**config.mk**
```make
export PLATFORM = sky130hd
export DESIGN_NAME = z_fetch_flat
export DESIGN_NICKNAME = d
export VERILOG_FILES = /design/src/rtl/z_pkg.sv /design/src/rtl/z_fetch_if.sv /design/src/rtl/z_fetch_timer.sv /design/src/rtl/z_fetch.sv /design/src/flat_wrapper.sv
export SDC_FILE = /design/constraint.sdc
export NUM_CORES = 1
export LEC_CHECK = 0
export CAP_MARGIN = 20
export CORE_MARGIN = 3
export CORE_UTILIZATION = 39
export CTS_CLUSTER_SIZE = 40
export DETAILED_ROUTE_END_ITERATION = 8
export GPL_ROUTABILITY_DRIVEN = 0
export PLACE_DENSITY = 0.87
export SYNTH_ARGS = -nofsm -noshare
export SYNTH_HDL_FRONTEND = slang
export SYNTH_SLANG_ARGS = --single-unit
export TNS_END_PERCENT = 20
```
**constraint.sdc**
```tcl
create_clock -name clk -period 2.75 [get_ports clk]
set_input_delay 0.55 -clock clk [delete_from_list [all_inputs] [get_ports clk]]
set_output_delay 0.55 -clock clk [all_outputs]
set_load 0.02 [all_outputs]
```
**src/rtl/z_pkg.sv**
```systemverilog
// Shared definitions for the instruction-fetch stage: word width, NOP
// encoding, fetch FSM state encoding and an alignment helper.
package z_pkg;

  localparam int WORD_W = 32;

  localparam logic [WORD_W-1:0] Z_NOP = 32'h0000_0000;

  typedef enum logic [1:0] {
    S_REQ   = 2'd0,
    S_HOLD  = 2'd1,
    S_FAULT = 2'd2
  } fetch_state_t;

  // A fetch address is legal only when it points at a whole 32-bit word.
  function automatic logic is_word_aligned(input logic [WORD_W-1:0] addr);
    return (addr[1:0] == 2'b00);
  endfunction

endpackage

```
**src/rtl/z_fetch_if.sv**
```systemverilog
// Instruction-memory req/ack bus between the fetch stage (master) and the
// instruction memory (slave). One request outstanding at a time.
interface z_fetch_if;
  import z_pkg::*;

  logic              imem_req;
  logic [WORD_W-1:0] imem_addr;
  logic              imem_ack;
  logic [WORD_W-1:0] imem_rdata;
  logic              imem_err;

  modport master (
    output imem_req,
    output imem_addr,
    input  imem_ack,
    input  imem_rdata,
    input  imem_err
  );

  modport slave (
    input  imem_req,
    input  imem_addr,
    output imem_ack,
    output imem_rdata,
    output imem_err
  );

endinterface

```
**src/rtl/z_fetch_timer.sv**
```systemverilog
// Fetch wait counter. Counts request cycles that pass without an ack and
// flags expiry on the last allowed cycle, so the request is live for exactly
// TIMEOUT_CYCLES cycles before the fetch stage faults. Only built when
// Z_FETCH_TIMEOUT_EN is defined.
module z_fetch_timer #(
  parameter int TIMEOUT_CYCLES = 16
) (
  input  logic clk,
  input  logic rst,
  input  logic active,
  input  logic ack,
  output logic expire
);

  localparam logic [7:0] LAST_COUNT = 8'(TIMEOUT_CYCLES - 1);

  logic [7:0] count_q;

  // Count unanswered request cycles; any idle or acked cycle restarts the count.
  always_ff @(posedge clk or posedge rst) begin
    if (rst) begin
      count_q <= '0;
    end else if (active && !ack) begin
      count_q <= count_q + 8'd1;
    end else begin
      count_q <= '0;
    end
  end

  // An ack in the expiring cycle is given priority by the fetch FSM.
  assign expire = active && (count_q == LAST_COUNT);

endmodule

```
**src/rtl/z_fetch.sv**
```systemverilog
// Instruction-fetch stage feeding z_controller. Owns the PC, fetches one
// word per instruction over the imem req/ack bus (one in flight), holds the
// instruction until the controller commits it, then loads next_pc.
// Optional build macro: Z_FETCH_TIMEOUT_EN adds a request wait timeout that
// drives the stage into its sticky fault state.
module z_fetch
  import z_pkg::*;
#(
  parameter logic [31:0] RESET_PC       = 32'h0000_0000,
  parameter int          TIMEOUT_CYCLES = 16
) (
  input  logic              clk,
  input  logic              rst,
  z_fetch_if.master         imem,
  input  logic [WORD_W-1:0] next_pc,
  input  logic              stall,
  output logic [WORD_W-1:0] inst,
  output logic [WORD_W-1:0] pc,
  output logic              inst_valid,
  output logic              fetch_fault
);

  // Reject configurations the hardware cannot honour.
  if (RESET_PC[1:0] != 2'b00) begin : g_bad_reset_pc
    $error("z_fetch: RESET_PC must be word-aligned");
  end
  if (TIMEOUT_CYCLES < 1 || TIMEOUT_CYCLES > 255) begin : g_bad_timeout
    $error("z_fetch: TIMEOUT_CYCLES must be in 1..255");
  end

  fetch_state_t      state_q, state_d;
  logic [WORD_W-1:0] pc_q, pc_d;
  logic [WORD_W-1:0] inst_q, inst_d;
  logic              req_q;
  logic              valid_q;
  logic              fault_q;

  logic              req_active;
  logic              commit;
  logic              timeout_expire;

  // The request is live only once the registered req is up; the cycle right
  // after reset release sits in S_REQ with req still low and ignores acks.
  assign req_active = (state_q == S_REQ) && req_q;
  assign commit     = (state_q == S_HOLD) && valid_q && !stall;

`ifdef Z_FETCH_TIMEOUT_EN
  z_fetch_timer #(
    .TIMEOUT_CYCLES (TIMEOUT_CYCLES)
  ) u_timer (
    .clk    (clk),
    .rst    (rst),
    .active (req_active),
    .ack    (imem.imem_ack),
    .expire (timeout_expire)
  );
`else
  assign timeout_expire = 1'b0;
`endif

  // Next-state and next-datapath decisions for the fetch FSM.
  always_comb begin
    state_d = state_q;
    pc_d    = pc_q;
    inst_d  = inst_q;
    case (state_q)
      S_REQ: begin
        if (req_active && imem.imem_ack) begin
          if (imem.imem_err) begin
            state_d = S_FAULT;
          end else begin
            inst_d  = imem.imem_rdata;
            state_d = S_HOLD;
          end
        end else if (timeout_expire) begin
          state_d = S_FAULT;
        end
      end
      S_HOLD: begin
        if (commit) begin
          pc_d    = next_pc;
          state_d = is_word_aligned(next_pc) ? S_REQ : S_FAULT;
        end
      end
      S_FAULT: begin
        state_d = S_FAULT;
      end
      default: begin
        state_d = S_FAULT;
      end
    endcase
  end

  // State, PC, instruction and registered outputs, all derived from the next state.
  always_ff @(posedge clk or posedge rst) begin
    if (rst) begin
      state_q <= S_REQ;
      pc_q    <= RESET_PC;
      inst_q  <= Z_NOP;
      req_q   <= 1'b0;
      valid_q <= 1'b0;
      fault_q <= 1'b0;
    end else begin
      state_q <= state_d;
      pc_q    <= pc_d;
      inst_q  <= inst_d;
      req_q   <= (state_d == S_REQ);
      valid_q <= (state_d == S_HOLD);
      fault_q <= (state_d == S_FAULT);
    end
  end

  assign imem.imem_req  = req_q;
  assign imem.imem_addr = pc_q;

  assign inst        = valid_q ? inst_q : Z_NOP;
  assign pc          = pc_q;
  assign inst_valid  = valid_q;
  assign fetch_fault = fault_q;

endmodule

```
**src/flat_wrapper.sv**
```systemverilog
// flat-port wrapper written by rule: the top's interface ports become plain ports
module z_fetch_flat import z_pkg::*;
#(
  parameter logic [31:0] RESET_PC       = 32'h0000_0000,
  parameter int          TIMEOUT_CYCLES = 16
)
  (clk, rst, next_pc, stall, inst, pc, inst_valid, fetch_fault, imem_imem_req, imem_imem_addr, imem_imem_ack, imem_imem_rdata, imem_imem_err);
  z_fetch_if imem_i ();
  input  logic clk;
  input  logic rst;
  input  logic [WORD_W-1:0] next_pc;
  input  logic stall;
  output logic [WORD_W-1:0] inst;
  output logic [WORD_W-1:0] pc;
  output logic inst_valid;
  output logic fetch_fault;
  output wire logic [$bits(imem_i.imem_req)-1:0] imem_imem_req;
  output wire logic [$bits(imem_i.imem_addr)-1:0] imem_imem_addr;
  input wire logic [$bits(imem_i.imem_ack)-1:0] imem_imem_ack;
  input wire logic [$bits(imem_i.imem_rdata)-1:0] imem_imem_rdata;
  input wire logic [$bits(imem_i.imem_err)-1:0] imem_imem_err;
  assign imem_imem_req = imem_i.imem_req;
  assign imem_imem_addr = imem_i.imem_addr;
  assign imem_i.imem_ack = imem_imem_ack;
  assign imem_i.imem_rdata = imem_imem_rdata;
  assign imem_i.imem_err = imem_imem_err;
  z_fetch #(.RESET_PC(RESET_PC), .TIMEOUT_CYCLES(TIMEOUT_CYCLES)) u_core (.clk(clk), .rst(rst), .imem(imem_i), .next_pc(next_pc), .stall(stall), .inst(inst), .pc(pc), .inst_valid(inst_valid), .fetch_fault(fetch_fault));
endmodule
```
Yosys cells after proc, flatten, opt, wreduce, memory -nomap -nowiden:

Cells that the tools add are included.
W data, S select, Z words.

* eq/ne operators: 3
* multiplexer cells: 6
* bitwise operators: 1
* reductions and logical operators: 10

Operator list (count)
* $mux W32: 1
* $mux W2: 4
* $logic_not A2 Y1: 3
* $eq A2 B1 Y1 const B: 2
* $logic_and A1 B1 Y1: 4
* $pmux W2 S2: 1
* $reduce_and A3 Y1: 1
* $eq A2 B2 Y1 const B: 1
* $reduce_and A2 Y1: 1
* $logic_not A1 Y1: 1
* $not A1 Y1: 1

* register bits: 69
* bits of input ports: 69
* output and inout bits: 99
* logic and storage cells: 26

Depth between registers and ports, before layout:

* depth after elaboration: 6
* gate-level depth with buffers: 5
* gate-level depth less buffers: 3

Worst setup path before layout:

OpenSTA, ideal clock, no wires.

* path kind: input port to flip-flop
* start point: input port imem_imem_err
* end point: register u_core.inst_q[10]
* setup time: 0.125 ns
* arrival time: 1.615 ns
* data required time: 2.625 ns
* slack: 1.010 ns
* stages: 4
* path buffers: 2
* cells stage by stage: or4_1 > buf_6 > buf_12 > mux2_4

* word-level cells in the longest chain between the ends: 2

RTL lines
* from (decl): line flat_wrapper.sv:21 `input wire logic [$bits(imem_i.imem_err)-1:0] imem_imem_err;`
* $not A1 Y1 (no line)
* $reduce_and A3 Y1 (no line)
* to (signal assigned): line z_fetch.sv:106 `inst_q <= inst_d;`
* to (decl): line z_fetch.sv:33 `logic [WORD_W-1:0] inst_q, inst_d;`

No other way between the ends.
A chain may end at the register's enable or synchronous reset.

Worst setup path after layout:

* start point: register u_core.valid_q, in the netlist u_core.inst_valid
* end point: output port inst[14]

* word-level cells in the longest chain between the ends: 1

RTL lines
* from (decl): line z_fetch.sv:35 `logic valid_q;`
* from (signal assigned): line z_fetch.sv:108 `valid_q <= (state_d == S_HOLD);`
* $mux W32: line z_fetch.sv:116 `assign inst = valid_q ? inst_q : Z_NOP;`
* to (decl): line flat_wrapper.sv:13 `output logic [WORD_W-1:0] inst;`

No other way between the ends.

==> results.md <==
- Result of the run: finished clean
- Number of DRC markers in iteration 0: 60
- Data arrival time of the worst path: 1.72 ns
- Startpoint-to-endpoint class of the critical path: reg -> out
- Number of ports placed on the die boundary: 168
- Initial antenna violation count: 0
- Number of storage elements in the synthesis netlist: 69
- All-layer global routing usage: 15.4%
- Global-route congestion overflow total: 0
- Post-synth design cell area: 3180 um^2
- Maximum number of pins on one net before global-route repair: 39
- Share of post-route cells with drive strength above 1: 23.2%
- # resized after CTS: 0
- Cell with the largest stage delay on the worst path: sky130_fd_sc_hd__clkdlybuf4s50_1
- Pin slew with the least headroom to its limit: 0.670 ns
- Maximum operating frequency: 0.441 GHz
- Via count of the routed design: 2105
- Detailed-route DRC error count: 0
- Wirelength, routed: 7230 um
- Number of instances in the synthesized netlist: 222
- Crit Path Max Fanout: 34
- Final hold violation count: 0
- Via count normalized by instance count: 4.49
- Cells traversed along the worst timing path: buf_4 -> and2_1 -> clkdlybuf4s50_1
- Maximum clock path buffer count: 2
- Setup total negative slack: 0 ns
- Gate family responsible for the most delay along the worst path: buffers and inverters
- Area added between synthesis and finish: 54.2%
- Sum of buffers and inverters on the critical path: 2
- Clock root cell: sky130_fd_sc_hd__clkbuf_8
- Leakage: 2.20 nW
- Ys Warns: 0
- Clock Sink Count: 69
- RSZ-0062 raised after global routing: no
- Core box area: 7810 um^2
- Global-route wire length before repair: 10700 um
- Inserted Diodes: 0
- Post-Route Skew: 0.00839 ns
- Wirelength per Cell: 15.4 um
- Final #Nets: 431
- Clock slew at reported path FFs: 0.07 ns
- Total power density per cell area: 637 nW/um^2
- Average cell area after synthesis: 14.3 um^2
- Number of buffers inserted by post-CTS setup repair: 0
- Clock period minus worst slack: 2.27 ns
- Clock tree from TritonCTS: done
- Detailed Routing Iterations Pass 1: 3
- Die height: 96.2 um
- Category of the worst setup path launch point: flip-flop
- CTS Hold Buffers Added: 0
- Portion of the clock cycle consumed by the worst path in the final layout: 82.4%
- Max H-tree Level: 3
- Share of synthesized area occupied by flip-flops and latches: 54.4%
- Chip Width: 96.2 um
- Max-cap violations: 0
- Endpoints failing setup: 0
- Initial Utilization: 40.7%
- Number of input and output port buffers inserted: 167
- Cts bufs inserted: 9
- Estimated wirelength of the detail-placed design: 5560 um
- Nets in the synthesized netlist: 291
- Path category of the worst min-delay check: reg -> reg
- Required time worst endpoint: 2.20 ns
- Cell Rows: 32
- Max-slew headroom at the worst pin: 55.3%
- Hold Worst Slack: 0.504 ns
- Crit end category: primary output
- Final Max Slew Viols: 0
- Clock latency on the worst-skew pair: 0.33 ns
- Antenna-violating nets left: 0
- Largest incremental delay on the critical path: 0.61 ns
- Highest ir drop seen on vdd: 0.323 mV
- Total of fill cells in the finished design: 614
- Number of global-route vias before repair: 2227
- Die Outline Area: 9260 um^2
- Count of unique library cells instantiated by Yosys: 20
-- where the power goes --
group	switching (mW)	leakage, nW	total [mW]	internal (mW)
Sequential	0.165	0.887	1.47	1.30
Clock	0.373	0.0943	0.813	0.440
Combinational	0.272	1.22	0.835	0.563
Total	0.810	2.20	3.12	2.31
-- routing by layer --
metal	share of wire, %	wire [um]	track usage, %	vias to the layer above
met5	0	0	0	-
met4	1.5	105	6.28	0
met3	7.6	549	4.93	10
met2	54	3920	27.4	83
met1	37	2660	16.7	1025
li1	-	-	-	987
-- path summary, 6_finish.rpt --
kind                                    from                         to  slack [ns]  cells past startpoint
hold / removal             u_core.inst_q[23]          u_core.inst_q[23]        0.50                      1
max in group asynchronous                rst  u_core.imem.imem_addr[19]        1.46                      3
min in group asynchronous                rst  u_core.imem.imem_addr[14]        0.63                      2
setup reg to reg           u_core.state_q[0]           u_core.inst_q[8]        0.93                      3
setup / recovery           u_core.inst_valid                   inst[14]        0.48                      3
hold reg to reg            u_core.inst_q[23]          u_core.inst_q[23]        0.50                      1
-- worst reg2reg max path, delay by kind of cell (launching register included) --
family	cells	cell delay [ns]
flops	1	0.42
buf+inv	1	0.22
mux	1	0.35
simple gates	1	0.71
-- flip-flops by register name (all words and copies together), names as in the netlist --
register / flops
u_core.fetch_fault: 1
u_core.imem.imem_addr: 32
u_core.imem.imem_req: 1
u_core.inst_q: 32
u_core.inst_valid: 1
u_core.state_q: 2
-- cells in the final DEF, fill, tap and decap left out --
cell type / instances
sky130_fd_sc_hd__nor2_1: 1
sky130_fd_sc_hd__buf_4: 2
sky130_fd_sc_hd__nor2_2: 1
sky130_fd_sc_hd__and2_1: 32
sky130_fd_sc_hd__nand2_1: 3
sky130_fd_sc_hd__buf_12: 2
sky130_fd_sc_hd__o21bai_1: 1
sky130_fd_sc_hd__mux2_1: 2
sky130_fd_sc_hd__mux2_2: 34
sky130_fd_sc_hd__nand2b_1: 2
sky130_fd_sc_hd__a21o_1: 2
sky130_fd_sc_hd__dfrtp_1: 69
sky130_fd_sc_hd__a211oi_1: 1
sky130_fd_sc_hd__mux2_4: 28
sky130_fd_sc_hd__inv_2: 1
sky130_fd_sc_hd__clkbuf_8: 10
sky130_fd_sc_hd__clkinvlp_4: 3
sky130_fd_sc_hd__bufinv_16: 1
sky130_fd_sc_hd__or4_2: 1
sky130_fd_sc_hd__clkinv_2: 2
sky130_fd_sc_hd__clkdlybuf4s50_1: 167
sky130_fd_sc_hd__or2b_1: 1
sky130_fd_sc_hd__o21ai_0: 1
-- cell type report --
cell class,count,area (um^2),area share [%]
sequential,69,1730,35.3
timing repair buffer,171,1730,35.3
multi-input combinational,110,1110,22.7
clock buffer,10,138,2.81
tap,102,128,2.61
clock inverter,6,62.6,1.28
inverter,1,3.75,0.0767
-- metrics by stage --
stage          util [%]  area (um^2)  setup WS [ns]  total power [mW]  instances
3_3_place_gp       60.1         4700          0.430              2.29        453
3_5_place_dp       60.1         4700          0.403              2.33        453
4_1_cts            62.7         4900          0.437              3.16        469
6_report           62.7         4900          0.483              3.12        469
2_1_floorplan         -         3180          0.460              2.00        222
5_1_grt            62.7         4900          0.372              3.28        469
-- cell usage after synthesis --
| library cell | number | area share, % |
|---|---|---|
| sky130_fd_sc_hd__dfrtp_1 | 69 | 54 |
| sky130_fd_sc_hd__mux2_2 | 34 | 12 |
| sky130_fd_sc_hd__and2_1 | 32 | 6.3 |
| sky130_fd_sc_hd__buf_4 | 32 | 7.6 |
| sky130_fd_sc_hd__mux2_4 | 28 | 13 |
| sky130_fd_sc_hd__buf_12 | 3 | 1.9 |
| sky130_fd_sc_hd__buf_2 | 3 | 0.47 |
| sky130_fd_sc_hd__clkbuf_1 | 3 | 0.35 |
| sky130_fd_sc_hd__nand2_1 | 3 | 0.35 |
| sky130_fd_sc_hd__a21o_1 | 2 | 0.47 |
| sky130_fd_sc_hd__mux2_1 | 2 | 0.71 |
| sky130_fd_sc_hd__nand2b_1 | 2 | 0.39 |
| sky130_fd_sc_hd__nor2_1 | 2 | 0.24 |
| sky130_fd_sc_hd__a211oi_1 | 1 | 0.24 |
| sky130_fd_sc_hd__buf_6 | 1 | 0.35 |
| sky130_fd_sc_hd__inv_1 | 1 | 0.12 |
| sky130_fd_sc_hd__o21ai_0 | 1 | 0.16 |
| sky130_fd_sc_hd__o21bai_1 | 1 | 0.24 |
| sky130_fd_sc_hd__or2b_1 | 1 | 0.24 |
| sky130_fd_sc_hd__or4_1 | 1 | 0.24 |
-- cells by family (layout without fill, tap and decap cells) --
| group | after synthesis | after routing | share of synthesized area [%] |
|---|---|---|---|
| compound gates | 5 | 5 | 1.10 |
| buf+inv | 43 | 188 | 10.8 |
| flops | 69 | 69 | 54.4 |
| mux | 64 | 64 | 26.0 |
| simple gates | 41 | 41 | 7.76 |
No activity file was read; power rests on OpenSTA's default activity.
